==> src/rtl/mmc5_xram_arb_if.sv <==
// Bundle of the ExRAM arbiter's requester, RAM and read-return signals.
// The slave modport is the arbiter's view. The master modport is the
// surrounding system's view: the requesters and the RAM macro.
interface mmc5_xram_arb_if #(
  parameter int AW = 10
);
  logic          ss_act;

  logic          ppu_req;
  logic          ppu_we;
  logic [AW-1:0] ppu_addr;
  logic [7:0]    ppu_wdat;

  logic          cpu_req;
  logic          cpu_we;
  logic [AW-1:0] cpu_addr;
  logic [7:0]    cpu_wdat;

  logic          ss_req;
  logic          ss_we;
  logic [AW-1:0] ss_addr;
  logic [7:0]    ss_wdat;

  logic          ppu_ack;
  logic          cpu_ack;
  logic          ss_ack;

  logic [AW-1:0] ram_addr;
  logic [7:0]    ram_din;
  logic          ram_we;
  logic [7:0]    ram_dout;

  logic [7:0]    rdat;
  logic          rd_vld;
  logic [1:0]    rd_id;

  modport slave (
    input  ss_act,
    input  ppu_req, ppu_we, ppu_addr, ppu_wdat,
    input  cpu_req, cpu_we, cpu_addr, cpu_wdat,
    input  ss_req, ss_we, ss_addr, ss_wdat,
    input  ram_dout,
    output ppu_ack, cpu_ack, ss_ack,
    output ram_addr, ram_din, ram_we,
    output rdat, rd_vld, rd_id
  );

  modport master (
    output ss_act,
    output ppu_req, ppu_we, ppu_addr, ppu_wdat,
    output cpu_req, cpu_we, cpu_addr, cpu_wdat,
    output ss_req, ss_we, ss_addr, ss_wdat,
    output ram_dout,
    input  ppu_ack, cpu_ack, ss_ack,
    input  ram_addr, ram_din, ram_we,
    input  rdat, rd_vld, rd_id
  );
endinterface

==> src/rtl/mmc5_xram_arb.sv <==
// MMC5 ExRAM arbiter. Three requesters (PPU, CPU and save-state) share one
// single-port RAM that has a one-cycle registered read. At most one access
// is granted per clock.
//
// Normal mode: the priority order is PPU > SS > CPU. A CPU that has lost
// CPU_MAX_WAIT arbitrations in a row is forced through ahead of the others.
// Save-state mode (ss_act=1): only the SS requester is served.
//
// Reads are fully pipelined. The grant edge registers the RAM address, the
// RAM returns its data one cycle later, and rdat captures that data at the
// edge after that. rd_vld and rd_id tell the owner that rdat is valid.
module mmc5_xram_arb #(
  parameter int CPU_MAX_WAIT = 3,
  parameter int AW           = 10
) (
  input logic              clk,
  input logic              map_rst,
  mmc5_xram_arb_if.slave   bus
);

  localparam logic [1:0] ID_PPU   = 2'd0;
  localparam logic [1:0] ID_CPU   = 2'd1;
  localparam logic [1:0] ID_SS    = 2'd2;
  localparam logic [3:0] WAIT_MAX = 4'(CPU_MAX_WAIT);

  logic          ppu_ack_reg;
  logic          cpu_ack_reg;
  logic          ss_ack_reg;
  logic [AW-1:0] ram_addr_reg;
  logic [7:0]    ram_din_reg;
  logic          ram_we_reg;
  logic          rd_p1_reg;
  logic          rd_p2_reg;
  logic [1:0]    id_p1_reg;
  logic [1:0]    id_p2_reg;
  logic          rd_vld_reg;
  logic [1:0]    rd_id_reg;
  logic [7:0]    rdat_reg;
  logic [3:0]    cpu_wait_reg;
  // Low for the first edge after reset release, so that no grant is made on it.
  logic          armed_reg;

  logic          elig_ppu;
  logic          elig_cpu;
  logic          elig_ss;
  logic          gnt_ppu;
  logic          gnt_cpu;
  logic          gnt_ss;
  logic          gnt_any;
  logic [1:0]    win_id;
  logic          win_we;
  logic [AW-1:0] win_addr;
  logic [7:0]    win_wdat;

  // A requester whose ack is high this cycle is not eligible. This prevents
  // back-to-back grants to the same requester.
  always_comb begin
    elig_ppu = bus.ppu_req & ~ppu_ack_reg;
    elig_cpu = bus.cpu_req & ~cpu_ack_reg;
    elig_ss  = bus.ss_req  & ~ss_ack_reg;
  end

  // Choose at most one winner: save-state mode first, then forced CPU, then fixed priority.
  always_comb begin
    gnt_ppu = 1'b0;
    gnt_cpu = 1'b0;
    gnt_ss  = 1'b0;
    if (armed_reg) begin
      if (bus.ss_act) begin
        gnt_ss = elig_ss;
      end else if (elig_cpu && (cpu_wait_reg == WAIT_MAX)) begin
        gnt_cpu = 1'b1;
      end else if (elig_ppu) begin
        gnt_ppu = 1'b1;
      end else if (elig_ss) begin
        gnt_ss = 1'b1;
      end else begin
        gnt_cpu = elig_cpu;
      end
    end
    gnt_any = gnt_ppu | gnt_cpu | gnt_ss;
  end

  // Select the winner's command fields for the RAM port.
  always_comb begin
    win_id   = ID_PPU;
    win_we   = bus.ppu_we;
    win_addr = bus.ppu_addr;
    win_wdat = bus.ppu_wdat;
    if (gnt_cpu) begin
      win_id   = ID_CPU;
      win_we   = bus.cpu_we;
      win_addr = bus.cpu_addr;
      win_wdat = bus.cpu_wdat;
    end else if (gnt_ss) begin
      win_id   = ID_SS;
      win_we   = bus.ss_we;
      win_addr = bus.ss_addr;
      win_wdat = bus.ss_wdat;
    end
  end

  // Register the acks and the RAM command. Address and data hold when there is no grant.
  always_ff @(posedge clk or posedge map_rst) begin
    if (map_rst) begin
      armed_reg    <= 1'b0;
      ppu_ack_reg  <= 1'b0;
      cpu_ack_reg  <= 1'b0;
      ss_ack_reg   <= 1'b0;
      ram_we_reg   <= 1'b0;
      ram_addr_reg <= '0;
      ram_din_reg  <= '0;
    end else begin
      armed_reg   <= 1'b1;
      ppu_ack_reg <= gnt_ppu;
      cpu_ack_reg <= gnt_cpu;
      ss_ack_reg  <= gnt_ss;
      ram_we_reg  <= gnt_any & win_we;
      if (gnt_any) begin
        ram_addr_reg <= win_addr;
        ram_din_reg  <= win_wdat;
      end
    end
  end

  // Read return pipeline. It tracks ownership across the RAM latency and then captures ram_dout.
  always_ff @(posedge clk or posedge map_rst) begin
    if (map_rst) begin
      rd_p1_reg  <= 1'b0;
      rd_p2_reg  <= 1'b0;
      id_p1_reg  <= '0;
      id_p2_reg  <= '0;
      rd_vld_reg <= 1'b0;
      rd_id_reg  <= '0;
      rdat_reg   <= '0;
    end else begin
      rd_p1_reg  <= gnt_any & ~win_we;
      id_p1_reg  <= win_id;
      rd_p2_reg  <= rd_p1_reg;
      id_p2_reg  <= id_p1_reg;
      rd_vld_reg <= rd_p2_reg;
      if (rd_p2_reg) begin
        rdat_reg  <= bus.ram_dout;
        rd_id_reg <= id_p2_reg;
      end
    end
  end

  // Count the arbitrations the CPU has lost in a row. Cleared on a CPU grant, on an idle CPU, or in save-state mode.
  always_ff @(posedge clk or posedge map_rst) begin
    if (map_rst) begin
      cpu_wait_reg <= '0;
    end else if (bus.ss_act || !bus.cpu_req || gnt_cpu) begin
      cpu_wait_reg <= '0;
    end else if (armed_reg && elig_cpu && (cpu_wait_reg != WAIT_MAX)) begin
      cpu_wait_reg <= cpu_wait_reg + 4'd1;
    end
  end

  assign bus.ppu_ack  = ppu_ack_reg;
  assign bus.cpu_ack  = cpu_ack_reg;
  assign bus.ss_ack   = ss_ack_reg;
  assign bus.ram_addr = ram_addr_reg;
  assign bus.ram_din  = ram_din_reg;
  assign bus.ram_we   = ram_we_reg;
  assign bus.rdat     = rdat_reg;
  assign bus.rd_vld   = rd_vld_reg;
  assign bus.rd_id    = rd_id_reg;

endmodule

==> src/flat_wrapper.sv <==
// flat-port wrapper written by rule: the top's interface ports become plain ports
module mmc5_xram_arb_flat 
#(
  parameter int CPU_MAX_WAIT = 3,
  parameter int AW           = 10
)
  (clk, map_rst, bus_ss_act, bus_ppu_req, bus_ppu_we, bus_ppu_addr, bus_ppu_wdat, bus_cpu_req, bus_cpu_we, bus_cpu_addr, bus_cpu_wdat, bus_ss_req, bus_ss_we, bus_ss_addr, bus_ss_wdat, bus_ram_dout, bus_ppu_ack, bus_cpu_ack, bus_ss_ack, bus_ram_addr, bus_ram_din, bus_ram_we, bus_rdat, bus_rd_vld, bus_rd_id);
  mmc5_xram_arb_if #(.AW(AW)) bus_i ();
  input logic clk;
  input logic map_rst;
  input wire logic [$bits(bus_i.ss_act)-1:0] bus_ss_act;
  input wire logic [$bits(bus_i.ppu_req)-1:0] bus_ppu_req;
  input wire logic [$bits(bus_i.ppu_we)-1:0] bus_ppu_we;
  input wire logic [$bits(bus_i.ppu_addr)-1:0] bus_ppu_addr;
  input wire logic [$bits(bus_i.ppu_wdat)-1:0] bus_ppu_wdat;
  input wire logic [$bits(bus_i.cpu_req)-1:0] bus_cpu_req;
  input wire logic [$bits(bus_i.cpu_we)-1:0] bus_cpu_we;
  input wire logic [$bits(bus_i.cpu_addr)-1:0] bus_cpu_addr;
  input wire logic [$bits(bus_i.cpu_wdat)-1:0] bus_cpu_wdat;
  input wire logic [$bits(bus_i.ss_req)-1:0] bus_ss_req;
  input wire logic [$bits(bus_i.ss_we)-1:0] bus_ss_we;
  input wire logic [$bits(bus_i.ss_addr)-1:0] bus_ss_addr;
  input wire logic [$bits(bus_i.ss_wdat)-1:0] bus_ss_wdat;
  input wire logic [$bits(bus_i.ram_dout)-1:0] bus_ram_dout;
  output wire logic [$bits(bus_i.ppu_ack)-1:0] bus_ppu_ack;
  output wire logic [$bits(bus_i.cpu_ack)-1:0] bus_cpu_ack;
  output wire logic [$bits(bus_i.ss_ack)-1:0] bus_ss_ack;
  output wire logic [$bits(bus_i.ram_addr)-1:0] bus_ram_addr;
  output wire logic [$bits(bus_i.ram_din)-1:0] bus_ram_din;
  output wire logic [$bits(bus_i.ram_we)-1:0] bus_ram_we;
  output wire logic [$bits(bus_i.rdat)-1:0] bus_rdat;
  output wire logic [$bits(bus_i.rd_vld)-1:0] bus_rd_vld;
  output wire logic [$bits(bus_i.rd_id)-1:0] bus_rd_id;
  assign bus_i.ss_act = bus_ss_act;
  assign bus_i.ppu_req = bus_ppu_req;
  assign bus_i.ppu_we = bus_ppu_we;
  assign bus_i.ppu_addr = bus_ppu_addr;
  assign bus_i.ppu_wdat = bus_ppu_wdat;
  assign bus_i.cpu_req = bus_cpu_req;
  assign bus_i.cpu_we = bus_cpu_we;
  assign bus_i.cpu_addr = bus_cpu_addr;
  assign bus_i.cpu_wdat = bus_cpu_wdat;
  assign bus_i.ss_req = bus_ss_req;
  assign bus_i.ss_we = bus_ss_we;
  assign bus_i.ss_addr = bus_ss_addr;
  assign bus_i.ss_wdat = bus_ss_wdat;
  assign bus_i.ram_dout = bus_ram_dout;
  assign bus_ppu_ack = bus_i.ppu_ack;
  assign bus_cpu_ack = bus_i.cpu_ack;
  assign bus_ss_ack = bus_i.ss_ack;
  assign bus_ram_addr = bus_i.ram_addr;
  assign bus_ram_din = bus_i.ram_din;
  assign bus_ram_we = bus_i.ram_we;
  assign bus_rdat = bus_i.rdat;
  assign bus_rd_vld = bus_i.rd_vld;
  assign bus_rd_id = bus_i.rd_id;
  mmc5_xram_arb #(.CPU_MAX_WAIT(CPU_MAX_WAIT), .AW(AW)) u_core (.clk(clk), .map_rst(map_rst), .bus(bus_i));
endmodule
==> config.mk <==
export PLATFORM = sky130hd
export DESIGN_NAME = mmc5_xram_arb_flat
export DESIGN_NICKNAME = d
export VERILOG_FILES = /design/src/rtl/mmc5_xram_arb_if.sv /design/src/rtl/mmc5_xram_arb.sv /design/src/flat_wrapper.sv
export SDC_FILE = /design/constraint.sdc
export NUM_CORES = 1
export LEC_CHECK = 0
export ABC_AREA = 1
export BUFFER_PORTS_ARGS = -buffer_cell sky130_fd_sc_hd__buf_2
export CORE_ASPECT_RATIO = 1.25
export CORE_UTILIZATION = 46
export DETAILED_ROUTE_END_ITERATION = 10
export PLACE_DENSITY_LB_ADDON = 0.1
export SLEW_MARGIN = 0
export SYNTH_ARGS = -nofsm -noshare
export SYNTH_HDL_FRONTEND = slang
export SYNTH_SLANG_ARGS = --single-unit
export TNS_END_PERCENT = 10
==> constraint.sdc <==
create_clock -name clk -period 1.9 [get_ports clk]
set_input_delay 0.095 -clock clk [delete_from_list [all_inputs] [get_ports clk]]
set_output_delay 0.095 -clock clk [all_outputs]
set_load 0.05 [all_outputs]
After elaboration in Yosys (flattened, before gate mapping)
Cells that the tools add are included.
W data, S select, Z words.
{"block": "classes", "n_mux": 24, "order_cmp": 0, "add_sub_neg": 1, "div": 0, "mul": 0, "n_bitwise": 11, "n_reduce_logical": 7, "n_eq_ne": 2, "shift": 0}
{"operator": "$mux W10", "n": 2}
{"operator": "$mux W1", "n": 16}
{"operator": "$mux W8", "n": 2}
{"operator": "$mux W4", "n": 2}
{"operator": "$and A1 B1 Y1", "n": 5}
{"operator": "$add A4 B1 Y4 const B", "n": 1}
{"operator": "$eq A4 B2 Y1 const B", "n": 1}
{"operator": "$mux W2", "n": 2}
{"operator": "$ne A4 B2 Y1 const B", "n": 1}
{"operator": "$not A1 Y1", "n": 4}
{"operator": "$logic_and A1 B1 Y1", "n": 3}
{"operator": "$logic_or A1 B1 Y1", "n": 2}
{"operator": "$or A1 B1 Y1", "n": 2}
{"operator": "$reduce_bool A2 Y1", "n": 1}
{"operator": "$logic_not A1 Y1", "n": 1}
{"block": "totals", "regBits": 44, "input_bits": 71, "n_memories": 0, "out_inout_bits": 33, "rom_bits": 0, "ram_bits": 0, "latchBits": 0}

Depth between registers and ports, before layout
Gate-level depths: netlist of run 1.
{"block": "logic_depth", "ltp_word": 11, "ltp_mapped": 12, "ltp_nobuf": 11}

Least setup slack after synthesis of run 1
No wires, ideal clock.
{"block": "synth_path", "path_type": "reg2reg", "startpoint": "reg u_core.ss_ack_reg, in the netlist u_core.bus.ss_ack", "endpoint": "reg u_core.ram_addr_reg[1], in the netlist u_core.bus.ram_addr[1]", "setup_ns": 0.118, "path_buffers": 1, "setup_slack_ns": 0.282, "arrival_ns": 1.499, "path_stages_with_launch": 13, "cell_sequence": "dfrtp_1 > inv_1 > nand2_1 > nand2_1 > nand2_1 > nand2_2 > nand2_1 > inv_2 > nand2_4 > buf_6 > nand2_1 > nor2_1 > nor2_1"}
{"block": "synth_via", "elab_chain_cells": 9}
{"element": "start, declared", "line_no": "mmc5_xram_arb.sv:28", "text": "logic ss_ack_reg;"}
{"element": "start signal, assigned", "line_no": "mmc5_xram_arb.sv:117", "text": "ss_ack_reg <= gnt_ss;"}
{"element": "$not A1 Y1 *", "line_no": "mmc5_xram_arb.sv:60", "text": "elig_ss = bus.ss_req & ~ss_ack_reg;"}
{"element": "$and A1 B1 Y1 *", "line_no": "mmc5_xram_arb.sv:60"}
{"element": "$mux W1", "line_no": "mmc5_xram_arb.sv:75", "text": "end else if (elig_ss) begin"}
{"element": "$mux W1", "line_no": "mmc5_xram_arb.sv:73", "text": "end else if (elig_ppu) begin"}
{"element": "$mux W1", "line_no": "mmc5_xram_arb.sv:71", "text": "end else if (elig_cpu && (cpu_wait_reg == WAIT_MAX)) begin"}
{"element": "$mux W1", "line_no": "mmc5_xram_arb.sv:69", "text": "if (bus.ss_act) begin"}
{"element": "$mux W1", "line_no": "mmc5_xram_arb.sv:68", "text": "if (armed_reg) begin"}
{"element": "$mux W10 or $or A1 B1 Y1 (tied branches)", "line_no": "mmc5_xram_arb.sv:95, mmc5_xram_arb.sv:81"}
{"element": "$mux W10 or $or A1 B1 Y1 (tied branches)", "line_no": "mmc5_xram_arb.sv:90, mmc5_xram_arb.sv:81"}
{"element": "end signal, assigned", "line_no": "mmc5_xram_arb.sv:120", "text": "ram_addr_reg <= win_addr;"}
{"element": "end, declared", "line_no": "mmc5_xram_arb.sv:29", "text": "logic [AW-1:0] ram_addr_reg;"}
Mark *: on every way between the ends. The rest lies on a longest branch, timed or not.
A chain may end at the register's enable or synchronous reset.

Worst setup path in the final report of run 1
{"block": "layout_path", "startpoint": "reg u_core.cpu_wait_reg[0]", "endpoint": "reg u_core.ram_addr_reg[9], in the netlist u_core.bus.ram_addr[9]"}
{"block": "layout_via", "elab_chain_cells": 7}
{"element": "start, declared", "line_no": "mmc5_xram_arb.sv:39", "text": "logic [3:0] cpu_wait_reg;"}
{"element": "start signal, assigned", "line_no": "mmc5_xram_arb.sv:156", "text": "cpu_wait_reg <= cpu_wait_reg + 4'd1;"}
{"element": "$eq A4 B2 Y1 *", "line_no": "mmc5_xram_arb.sv:71"}
{"element": "$logic_and A1 B1 Y1 *", "line_no": "mmc5_xram_arb.sv:71"}
{"element": "$mux W1", "line_no": "mmc5_xram_arb.sv:71"}
{"element": "$mux W1", "line_no": "mmc5_xram_arb.sv:69"}
{"element": "$mux W1", "line_no": "mmc5_xram_arb.sv:68"}
{"element": "$mux W10 or $or A1 B1 Y1 (tied branches)", "line_no": "mmc5_xram_arb.sv:95, mmc5_xram_arb.sv:81"}
{"element": "$mux W10 or $or A1 B1 Y1 (tied branches)", "line_no": "mmc5_xram_arb.sv:90, mmc5_xram_arb.sv:81"}
Marked as above.

==> results.sh, run 1 <==
export IMPL_route_vias_total=1982
export IMPL_synth_enable_flop_cells=0
export IMPL_hold_viol_final=0
export IMPL_clock_sinks=43
export IMPL_grt_use_total_pct=21.83
export IMPL_cts_hold_buf=1
export IMPL_slew_violations=0
export IMPL_place_gp_congestion=0.7983
export IMPL_hp_start="bus_ram_dout[2]"
export IMPL_via_per_inst=4.697
export IMPL_antenna_left=0
export IMPL_fill_cells=429
export IMPL_yosys_area_share_simple_pct=27.65
export IMPL_clock_path_buffers=2
export IMPL_synth_xor_area_share_pct=0.4032
export IMPL_cts_buffers=5
export IMPL_yosysUniqueCellTypes=23
export IMPL_largest_reg_flops=10
export IMPL_cts_resized=0
export IMPL_synthCells=259
export IMPL_startpoint="u_core.cpu_wait_reg[0]"
export IMPL_critPathKind="flop to flop"
export IMPL_place_ws_ps=231.3
export IMPL_cts_tree="done"
export IMPL_port_buffer_count=103
export IMPL_finalClockSkew_ps=4.337
export IMPL_fin_ws_ps=233.4
export IMPL_synth_most_common_cell="nand2_1"
export IMPL_reg2reg_from="u_core.cpu_wait_reg[0]"
export IMPL_die_h_um=78.83
export IMPL_drt_iter0_drc=104
export IMPL_worstPathRequired_ps=2090
export IMPL_nNetsFinal=435
export IMPL_cts_post_setup_buffers_inserted=0
export IMPL_yosysWarnings=0
export IMPL_syn_to_final_growth_pct=31.16
export IMPL_crit_fanout=27
export IMPL_route_detailed_drc=0
export IMPL_syn_nets=331
export IMPL_synth_top_cell_by_area="dfrtp_1"
export IMPL_diodes=0
export IMPL_fin_crit_ps=1667
export IMPL_p_per_area_mw_per_mm2=1060
export IMPL_grt_max_degree=28
export IMPL_placement_rows=27
export IMPL_setup_tns_ps=0
export IMPL_synth_common_cells="nand2_1 (58), dfrtp_1 (43), nor2_1 (41), nand3_1 (33), inv_1 (23)"
export IMPL_clock_latency_ps=290
export IMPL_max_freq_ghz=0.6000
export IMPL_synth_seq_cells=43
export IMPL_rsz0062_at_grt="no"
export IMPL_drive_gt1_share_pct=38.19
export IMPL_outcome="completed"
export IMPL_synthFlopType="dfrtp_1"
export IMPL_synth_compound_area_share_pct=6.912
export IMPL_setup_viol=0
export IMPL_die_area_mm2=0.005002
export IMPL_wire_per_inst_um=11.97
export IMPL_synthAdderAreaFrac_pct=0.5760
export IMPL_power_leakage_nw=1.544
export IMPL_finalCritPeriodShare_pct=87.72
export IMPL_first_global_vias=1847
export IMPL_ff_latch_area_mm2=0.001076
export IMPL_dpl_hpwl_um=3670
export IMPL_core_area_mm2=0.004459
export IMPL_worstSetupStartpointType="flop"
export IMPL_ys_async_sr_fraction_pct=100.0
export IMPL_h_tree_depth=2
export IMPL_grt_pass1_wl_um=8404
export IMPL_drv_cap=0
export IMPL_ios=104
export IMPL_synth_seq_area_share_pct=49.54
export IMPL_start_util_pct=48.71
export IMPL_synth_mux_area_fraction_pct=5.184
export IMPL_syn_mean_instance_area_um2=8.386
export IMPL_grt_overflow=0
export IMPL_crit_arrival_ps=1850
export IMPL_synthTopCellsByArea="dfrtp_1 (50%), nand2_1 (10%), nand3_1 (7.6%), nor2_1 (7.1%), mux2_2 (5.2%)"
export IMPL_die_width_um=63.46
export IMPL_synth_top_family_by_area="simple AND/OR/NAND/NOR gates"
export IMPL_hold_class="input port to flop"
export IMPL_ctsRootBufferMaster="clkbuf_8"
export IMPL_synth_cell_area_mm2=0.002172
export IMPL_hold_slack_ps=29.92
export IMPL_synth_top_cell_area_share_pct=49.54
export IMPL_clkTransAtPathRegs_ps=80
export IMPL_critPathCaptureType="flop"
export IMPL_finalPower_w=0.003020
export IMPL_wl_um=5053
export IMPL_antenna_found_initial=0
export IMPL_firstDrtPassIters=4
export IMPL_multi_input_area_um2=888.4
export IMPL_ir_drop_v=0.0005162
[worst max-delay path, cell delays in order, from the launching register on]
cell,delay (ps)
dfrtp_1,410
ha_1,250
nand3_1,120
nand2_1,70
nand2_2,80
nand2_4,100
nand2_4,270
nand2_1,90
nor2_1,130
nor2_1,50
[where the power goes]
| group | internal [W] | switching (W) |
|---|---|---|
| clock network | 0.000524 | 0.000309 |
| registers | 0.00106 | 0.0000751 |
| logic | 0.000282 | 0.000766 |
[cells in the final DEF (no fill, tap or decap)]
| master | n |
|---|---|
| buf_2 | 103 |
| nand2_1 | 58 |
| dfrtp_1 | 43 |
| nor2_1 | 41 |
| nand3_1 | 33 |
| inv_1 | 22 |
| mux2_2 | 10 |
| a21oi_1 | 10 |
| o211ai_1 | 10 |
| buf_4 | 7 |
| clkbuf_8 | 5 |
| inv_2 | 4 |
| nor3_1 | 2 |
| nand2_2 | 2 |
| nand2_4 | 2 |
| a21oi_2 | 2 |
| bufinv_16 | 2 |
| a21o_1 | 1 |
| nor3b_1 | 1 |
| nor2_4 | 1 |
| xor2_1 | 1 |
| ha_1 | 1 |
| clkinvlp_4 | 1 |
| dlygate4sd3_1 | 1 |
| conb_1 | 1 |
[layout make-up]
cell class,count,share of cell area [%]
clock buffer,5,2.415
clock inverter,3,2.372
inverter,26,3.426
multi-input combinational,176,31.18
sequential,43,37.77
tap,58,2.547
timing repair buffer,111,20.29
[cell families after synthesis]
| family | Yosys count |
|---|---|
| compound gates | 23 |
| flops | 43 |
| simple gates | 140 |
| xor+xnor | 1 |
| buf+inv | 40 |
| fa+ha+maj | 1 |
| other cells | 1 |
| mux | 10 |
[through the flow]
step	util, %	area [µm²]	cells
finish	63.89	2849	422
global route	63.89	2849	422
CTS	63.89	2849	422
detailed placement	60.61	2703	413
global placement	60.61	2703	413
floorplan	-	2172	259
[routing by layer]
layer	vias to the layer above	wire, µm	track usage [%]
li1	1028	-	-
met1	873	2162	26.54
met2	74	2478	37.66
met3	7	344	5.029
met4	0	68	7.500
met5	-	0	0
[worst paths after layout]
| check | endpoint | slack [ps] | cells after the start |
|---|---|---|---|
| max in group asynchronous | u_core.bus.ram_addr[1] | 990 | 4 |
| min in group asynchronous | u_core.bus.ram_din[3] | 370 | 3 |
| hold reg to reg | u_core.id_p2_reg[1] | 350 | 0 |
| setup reg to reg | u_core.bus.ram_addr[9] | 230 | 9 |
| setup / recovery | u_core.bus.ram_addr[9] | 230 | 9 |
| hold / removal | u_core.bus.rdat[2] | 30 | 2 |
Power figures use the tool's default switching activity.
==> run 2: changes to the inputs <==
--- a/config.mk
+++ b/config.mk
@@ -8,7 +8,8 @@
 export ABC_AREA = 1
 export BUFFER_PORTS_ARGS = -buffer_cell sky130_fd_sc_hd__buf_2
 export CORE_ASPECT_RATIO = 1.25
-export CORE_UTILIZATION = 46
+export CORE_UTILIZATION = 48
+export CTS_BUF_LIST = sky130_fd_sc_hd__clkbuf_4 sky130_fd_sc_hd__clkbuf_8
 export DETAILED_ROUTE_END_ITERATION = 10
 export PLACE_DENSITY_LB_ADDON = 0.1
 export SLEW_MARGIN = 0
==> run 2 against run 1 <==
Against the previous run:
- worst setup slack improved by 32 ps
- critical path depth rose by 1
- die area fell by 4.0%
- global-route usage rose by 0.061 points
- clock power barely moved
- largest cell class unchanged
- critical path type unchanged
- sequential power barely moved
==> results.sh, run 2 (synthesis gave the netlist of run 1 again) <==
export IMPL_hp_start="bus_ram_dout[7]"
export IMPL_slew_headroom_pct=60.33
export IMPL_antenna_left=0
export IMPL_fin_crit_ps=1635
export IMPL_placement_rows=27
export IMPL_mostFrequentLayoutCell="buf_2"
export IMPL_die_area_mm2=0.004800
export IMPL_cts_tree="done"
export IMPL_clkTransAtPathRegs_ps=80
export IMPL_cts_post_setup_buffers_inserted=0
export IMPL_fill_cells=396
export IMPL_ctsRootBufferMaster="clkbuf_8"
export IMPL_ff_latch_area_mm2=0.001076
export IMPL_port_buffer_count=103
export IMPL_largest_reg_flops=10
export IMPL_ios=104
export IMPL_power_leakage_nw=1.549
export IMPL_worstSetupStartpointType="flop"
export IMPL_place_gp_congestion=0.8416
export IMPL_dpl_hpwl_um=3630
export IMPL_nNetsFinal=435
export IMPL_design_area_mm2=0.002860
export IMPL_multi_input_area_um2=897.1
export IMPL_slowest_delay_ps=400
export IMPL_route_detailed_drc=0
export IMPL_tightest_slew_ps=594.1
export IMPL_hold_slack_ps=39.37
export IMPL_critPathCaptureType="flop"
export IMPL_ir_drop_v=0.0005394
export IMPL_worstPathRequired_ps=2120
export IMPL_cts_buffers=5
export IMPL_grt_use_total_pct=21.89
export IMPL_h_tree_depth=2
export IMPL_cp_cell_sequence="ha_1 -> nand2_1 -> nand2_1 -> nand2_2 -> nand2_1 -> inv_2 -> nand2_8 -> nand2_1 -> nor2_1 -> nor2_1"
export IMPL_drive_gt1_share_pct=38.19
export IMPL_grt_pass1_wl_um=8335
export IMPL_path_common_cell="nand2_1"
export IMPL_grt_overflow=0
export IMPL_max_freq_ghz=0.6117
export IMPL_drt_iter0_drc=76
export IMPL_grt_max_degree=29
export IMPL_slowest_stage="dfrtp_1"
export IMPL_syn_to_final_growth_pct=31.68
export IMPL_antenna_found_initial=0
export IMPL_clock_latency_ps=290
export IMPL_die_h_um=77.21
export IMPL_crit_fanout=27
export IMPL_crit_arrival_ps=1860
export IMPL_p_per_area_mw_per_mm2=1057
export IMPL_via_per_inst=4.848
export IMPL_finalClockSkew_ps=8.052
export IMPL_setup_tns_ps=0
export IMPL_critPathKind="flop to flop"
export IMPL_route_vias_total=2046
export IMPL_firstDrtPassIters=4
export IMPL_outcome="completed"
export IMPL_stdcell_count=422
export IMPL_wire_per_inst_um=11.35
export IMPL_dp_cells=413
export IMPL_first_global_vias=1932
export IMPL_start_util_pct=49.84
export IMPL_finalCritPeriodShare_pct=86.04
export IMPL_hold_viol_final=0
export IMPL_critPathTopFamily="simple AND/OR/NAND/NOR gates"
export IMPL_rsz0062_at_grt="no"
export IMPL_finalPower_w=0.003022
export IMPL_critical_path_buf_inv_count=1
export IMPL_clock_sinks=43
export IMPL_clock_path_buffers=2
export IMPL_core_area_mm2=0.004358
export IMPL_diodes=0
export IMPL_drv_cap=0
export IMPL_setup_viol=0
export IMPL_layout_common_cells="buf_2 (103), nand2_1 (58), dfrtp_1 (43), nor2_1 (41), nand3_1 (33)"
export IMPL_die_width_um=62.17
export IMPL_hold_class="input port to flop"
export IMPL_placed_area_mm2=0.002703
export IMPL_startpoint="u_core.cpu_wait_reg[0]"
export IMPL_wl_um=4790
export IMPL_reg2reg_from="u_core.cpu_wait_reg[0]"
export IMPL_slew_violations=0
## run 2: cell types whose count changed in the layout (fill, tap and decap cells not counted)
cell        previous run  this run
inv_4                  0         1
clkinvlp_4             1         0
clkbuf_4               0         1
nand2_4                2         1
nand2_8                0         1
inv_2                  4         3
## run 2: stage by stage
stage | setup WS, ps | utilization, %
6_report | 265.2 | 65.63
5_1_grt | 67.48 | 65.63
4_1_cts | 197.3 | 65.37
3_5_place_dp | 227.3 | 62.02
3_3_place_gp | 308.6 | 62.02
2_1_floorplan | 282.4 | -
## run 2: cell type report
| cell class | instances | share of cell area, % |
|---|---|---|
| Sequential cell | 43 | 37.62 |
| Multi-Input combinational cell | 176 | 31.36 |
| Timing Repair Buffer | 111 | 20.21 |
| Inverter | 26 | 3.500 |
| Clock buffer | 6 | 2.668 |
| Tap cell | 58 | 2.537 |
| Clock inverter | 2 | 2.100 |
## run 2: path summary, 6_finish.rpt
kind                                          end  slack, ps  cells past startpoint
setup / recovery           u_core.bus.ram_addr[9]        270                     10
setup reg to reg           u_core.bus.ram_addr[9]        270                     10
max in group asynchronous        u_core.rd_p2_reg        920                      4
hold reg to reg               u_core.id_p2_reg[1]        350                      0
hold / removal                 u_core.bus.rdat[7]         40                      2
min in group asynchronous        u_core.rd_p1_reg        430                      3
## run 2: per-layer routing
layer	GRT usage [%]	part of all wire, %
met1	27.02	41
met2	37.91	52
met3	4.613	6.1
met4	7.209	1.1
met5	0	0
## run 2: what timing repair did
item / 4_1_cts / 5_1_grt
setup endpoints to repair: 0 / 8
resized for setup: 0 / 3
hold buffers: 1 / 0
endpoints found under the hold margin: 26 / 0
## run 2: where the power goes
group          internal, W  switching, W  total, W
registers          0.00106     0.0000797   0.00114
clock network     0.000539      0.000295  0.000834
logic             0.000284      0.000760   0.00104
==> run 3: changes to the inputs <==
==> constraint.sdc (replaced) <==
create_clock -name clk -period 1.9 [get_ports clk]
set_input_delay 0.19 -clock clk [delete_from_list [all_inputs] [get_ports clk]]
set_output_delay 0.19 -clock clk [all_outputs]
set_load 0.05 [all_outputs]
==> run 3 against run 2 <==
Against the previous run:
- hold slack lost 37 ps
- global-route usage up 0.19 points
- non-clock buffer count fell by 2
- maximum frequency shrank 1.7%
- count of clock-buffer cells in the layout unchanged
- combinational power about the same
- clock power up 3.4%
- flip-flop and latch count is the same
- worst setup slack worse by 29 ps
- critical path type unchanged
==> results.sh, run 3 (synthesis gave the netlist of run 1 again) <==
export IMPL_crit_fanout=20
export IMPL_cts_post_setup_buffers_inserted=0
export IMPL_dp_cells=412
export IMPL_antenna_left=0
export IMPL_h_tree_depth=2
export IMPL_mostFrequentLayoutCell="buf_2"
export IMPL_route_detailed_drc=0
export IMPL_die_area_mm2=0.004800
export IMPL_slew_headroom_pct=64.28
export IMPL_ir_drop_v=0.0005801
export IMPL_worstReg2RegEnd="u_core.bus.ram_we"
export IMPL_p_per_area_mw_per_mm2=1074
export IMPL_finalClockSkew_ps=8.577
export IMPL_cts_resized=0
export IMPL_path_common_cell="nand2_1"
export IMPL_syn_to_final_growth_pct=30.36
export IMPL_hold_viol_final=0
export IMPL_outcome="completed"
export IMPL_largest_reg_flops=10
export IMPL_fin_crit_ps=1664
export IMPL_critPathTopFamily="simple AND/OR/NAND/NOR gates"
export IMPL_rsz0062_at_grt="no"
export IMPL_fill_cells=404
export IMPL_finalCritPeriodShare_pct=87.55
export IMPL_slowest_stage="dfrtp_1"
export IMPL_p_int_w=0.001883
export IMPL_clkTransAtPathRegs_ps=90
export IMPL_p_seq_share_pct=37.6
export IMPL_die_h_um=77.21
export IMPL_layout_common_cells="buf_2 (103), nand2_1 (58), dfrtp_1 (43), nor2_1 (41), nand3_1 (33)"
export IMPL_first_global_vias=1909
export IMPL_grt_use_total_pct=22.08
export IMPL_cts_buffers=5
export IMPL_crit_arrival_ps=1890
export IMPL_antenna_found_initial=0
export IMPL_slew_violations=0
export IMPL_die_width_um=62.17
export IMPL_slowest_delay_ps=380
export IMPL_tightest_slew_ps=535.8
export IMPL_placement_rows=27
export IMPL_sw_frac_of_total_pct=38.07
export IMPL_drt_iter0_drc=73
export IMPL_firstDrtPassIters=5
export IMPL_nNetsFinal=433
export IMPL_wire_per_inst_um=11.53
export IMPL_diodes=0
export IMPL_critical_path_buf_inv_count=2
export IMPL_drv_cap=0
export IMPL_setup_tns_ps=0
export IMPL_cp_cell_sequence="ha_1 -> nand2_1 -> nand2_1 -> nand2_2 -> inv_2 -> nand2_1 -> nand2_1 -> inv_1 -> a21oi_1"
export IMPL_worstPathRequired_ps=2120
export IMPL_ctsRootBufferMaster="clkbuf_8"
export IMPL_dpl_hpwl_um=3528
export IMPL_via_per_inst=4.845
export IMPL_max_freq_ghz=0.6011
export IMPL_core_area_mm2=0.004358
export IMPL_setup_viol=0
export IMPL_grt_overflow=0
export IMPL_clock_sinks=43
export IMPL_cts_hold_buf=0
export IMPL_power_frac_clock_pct=28.3
export IMPL_wl_um=4843
export IMPL_cp_depth=9
export IMPL_reg2reg_from="u_core.cpu_wait_reg[0]"
export IMPL_place_gp_congestion=0.8538
export IMPL_grt_pass1_wl_um=8383
export IMPL_p_sw_w=0.001158
export IMPL_critPathKind="flop to flop"
export IMPL_route_vias_total=2035
export IMPL_clock_latency_ps=300
export IMPL_ios=104
export IMPL_power_leakage_nw=1.539
export IMPL_postLayoutCoreUtil_pct=64.97
export IMPL_r2r_cells=9
export IMPL_combPwrFrac_pct=34.1
export IMPL_clock_path_buffers=2
export IMPL_grt_max_degree=44
export IMPL_drive_gt1_share_pct=38.12
export IMPL_worstSetupStartpointType="flop"
export IMPL_cts_tree="done"
export IMPL_start_util_pct=49.84
export IMPL_port_buffer_count=103
export IMPL_stdcell_count=420
export IMPL_critPathCaptureType="flop"
export IMPL_rrSetupSlack_ps=240
export IMPL_hold_class="input port to async pin"
export IMPL_finalPower_w=0.003041
## run 3: changes by cell type in the layout (fill, tap and decap cells not counted)
cell           delta
buf_4             -1
dlygate4sd3_1     -1
inv_2             +1
inv_4             -1
nand2_4           +1
nand2_8           -1
## run 3: worst min-delay path: stages
cell	delay, ps
buf_2	100
inv_2	30
buf_4	430
## run 3: cell type report
cell class / count / area [µm²] / share of cell area, %
clock buffer: 6 / 76.32 / 2.696
clock inverter: 2 / 60.06 / 2.121
inverter: 26 / 97.59 / 3.447
multi-input combinational: 176 / 888.4 / 31.37
sequential: 43 / 1076 / 38.00
tap: 58 / 72.57 / 2.563
timing repair buffer: 109 / 560.5 / 19.80
## run 3: worst max path at each step
| stage | from | end | slack [ps] |
|---|---|---|---|
| floorplan | u_core.bus.ss_ack | u_core.bus.ram_addr[1] | 280 |
| global placement | u_core.cpu_wait_reg[0] | u_core.bus.ram_addr[9] | 310 |
| detailed placement | u_core.cpu_wait_reg[0] | u_core.bus.ram_we | 250 |
| CTS | u_core.cpu_wait_reg[0] | u_core.bus.ram_we | 220 |
| global route | u_core.cpu_wait_reg[0] | u_core.bus.ram_addr[2] | 20 |
| finish | u_core.cpu_wait_reg[0] | u_core.bus.ram_we | 240 |
## run 3: routing by layer
layer	vias to the layer above	track usage [%]	wire (µm)
li1	1022	-	-
met1	930	27.17	2047
met2	74	37.25	2406
met3	9	5.208	301
met4	0	8.605	87
met5	-	0	0
## run 3: through the flow
| stage | hold WS [ps] | cell area [µm²] | setup WS, ps |
|---|---|---|---|
| floorplan | 331.2 | 2172 | 282.4 |
| global placement | 332.8 | 2695 | 308.6 |
| detailed placement | 339.5 | 2695 | 250.3 |
| CTS | 27.47 | 2831 | 224.2 |
| global route | 59.72 | 2831 | 23.11 |
| finish | 2.277 | 2831 | 236.5 |
## run 3: power by group through the flow
stage / Sequential, W / Combinational, W / Clock (W)
after floorplan: 0.00166 / 0.000277 / 0
after global placement: 0.00116 / 0.00104 / 0
after detailed placement: 0.00116 / 0.00104 / 0
after CTS: 0.00114 / 0.00104 / 0.000868
after global routing: 0.00117 / 0.00110 / 0.000908
final: 0.00114 / 0.00104 / 0.000862
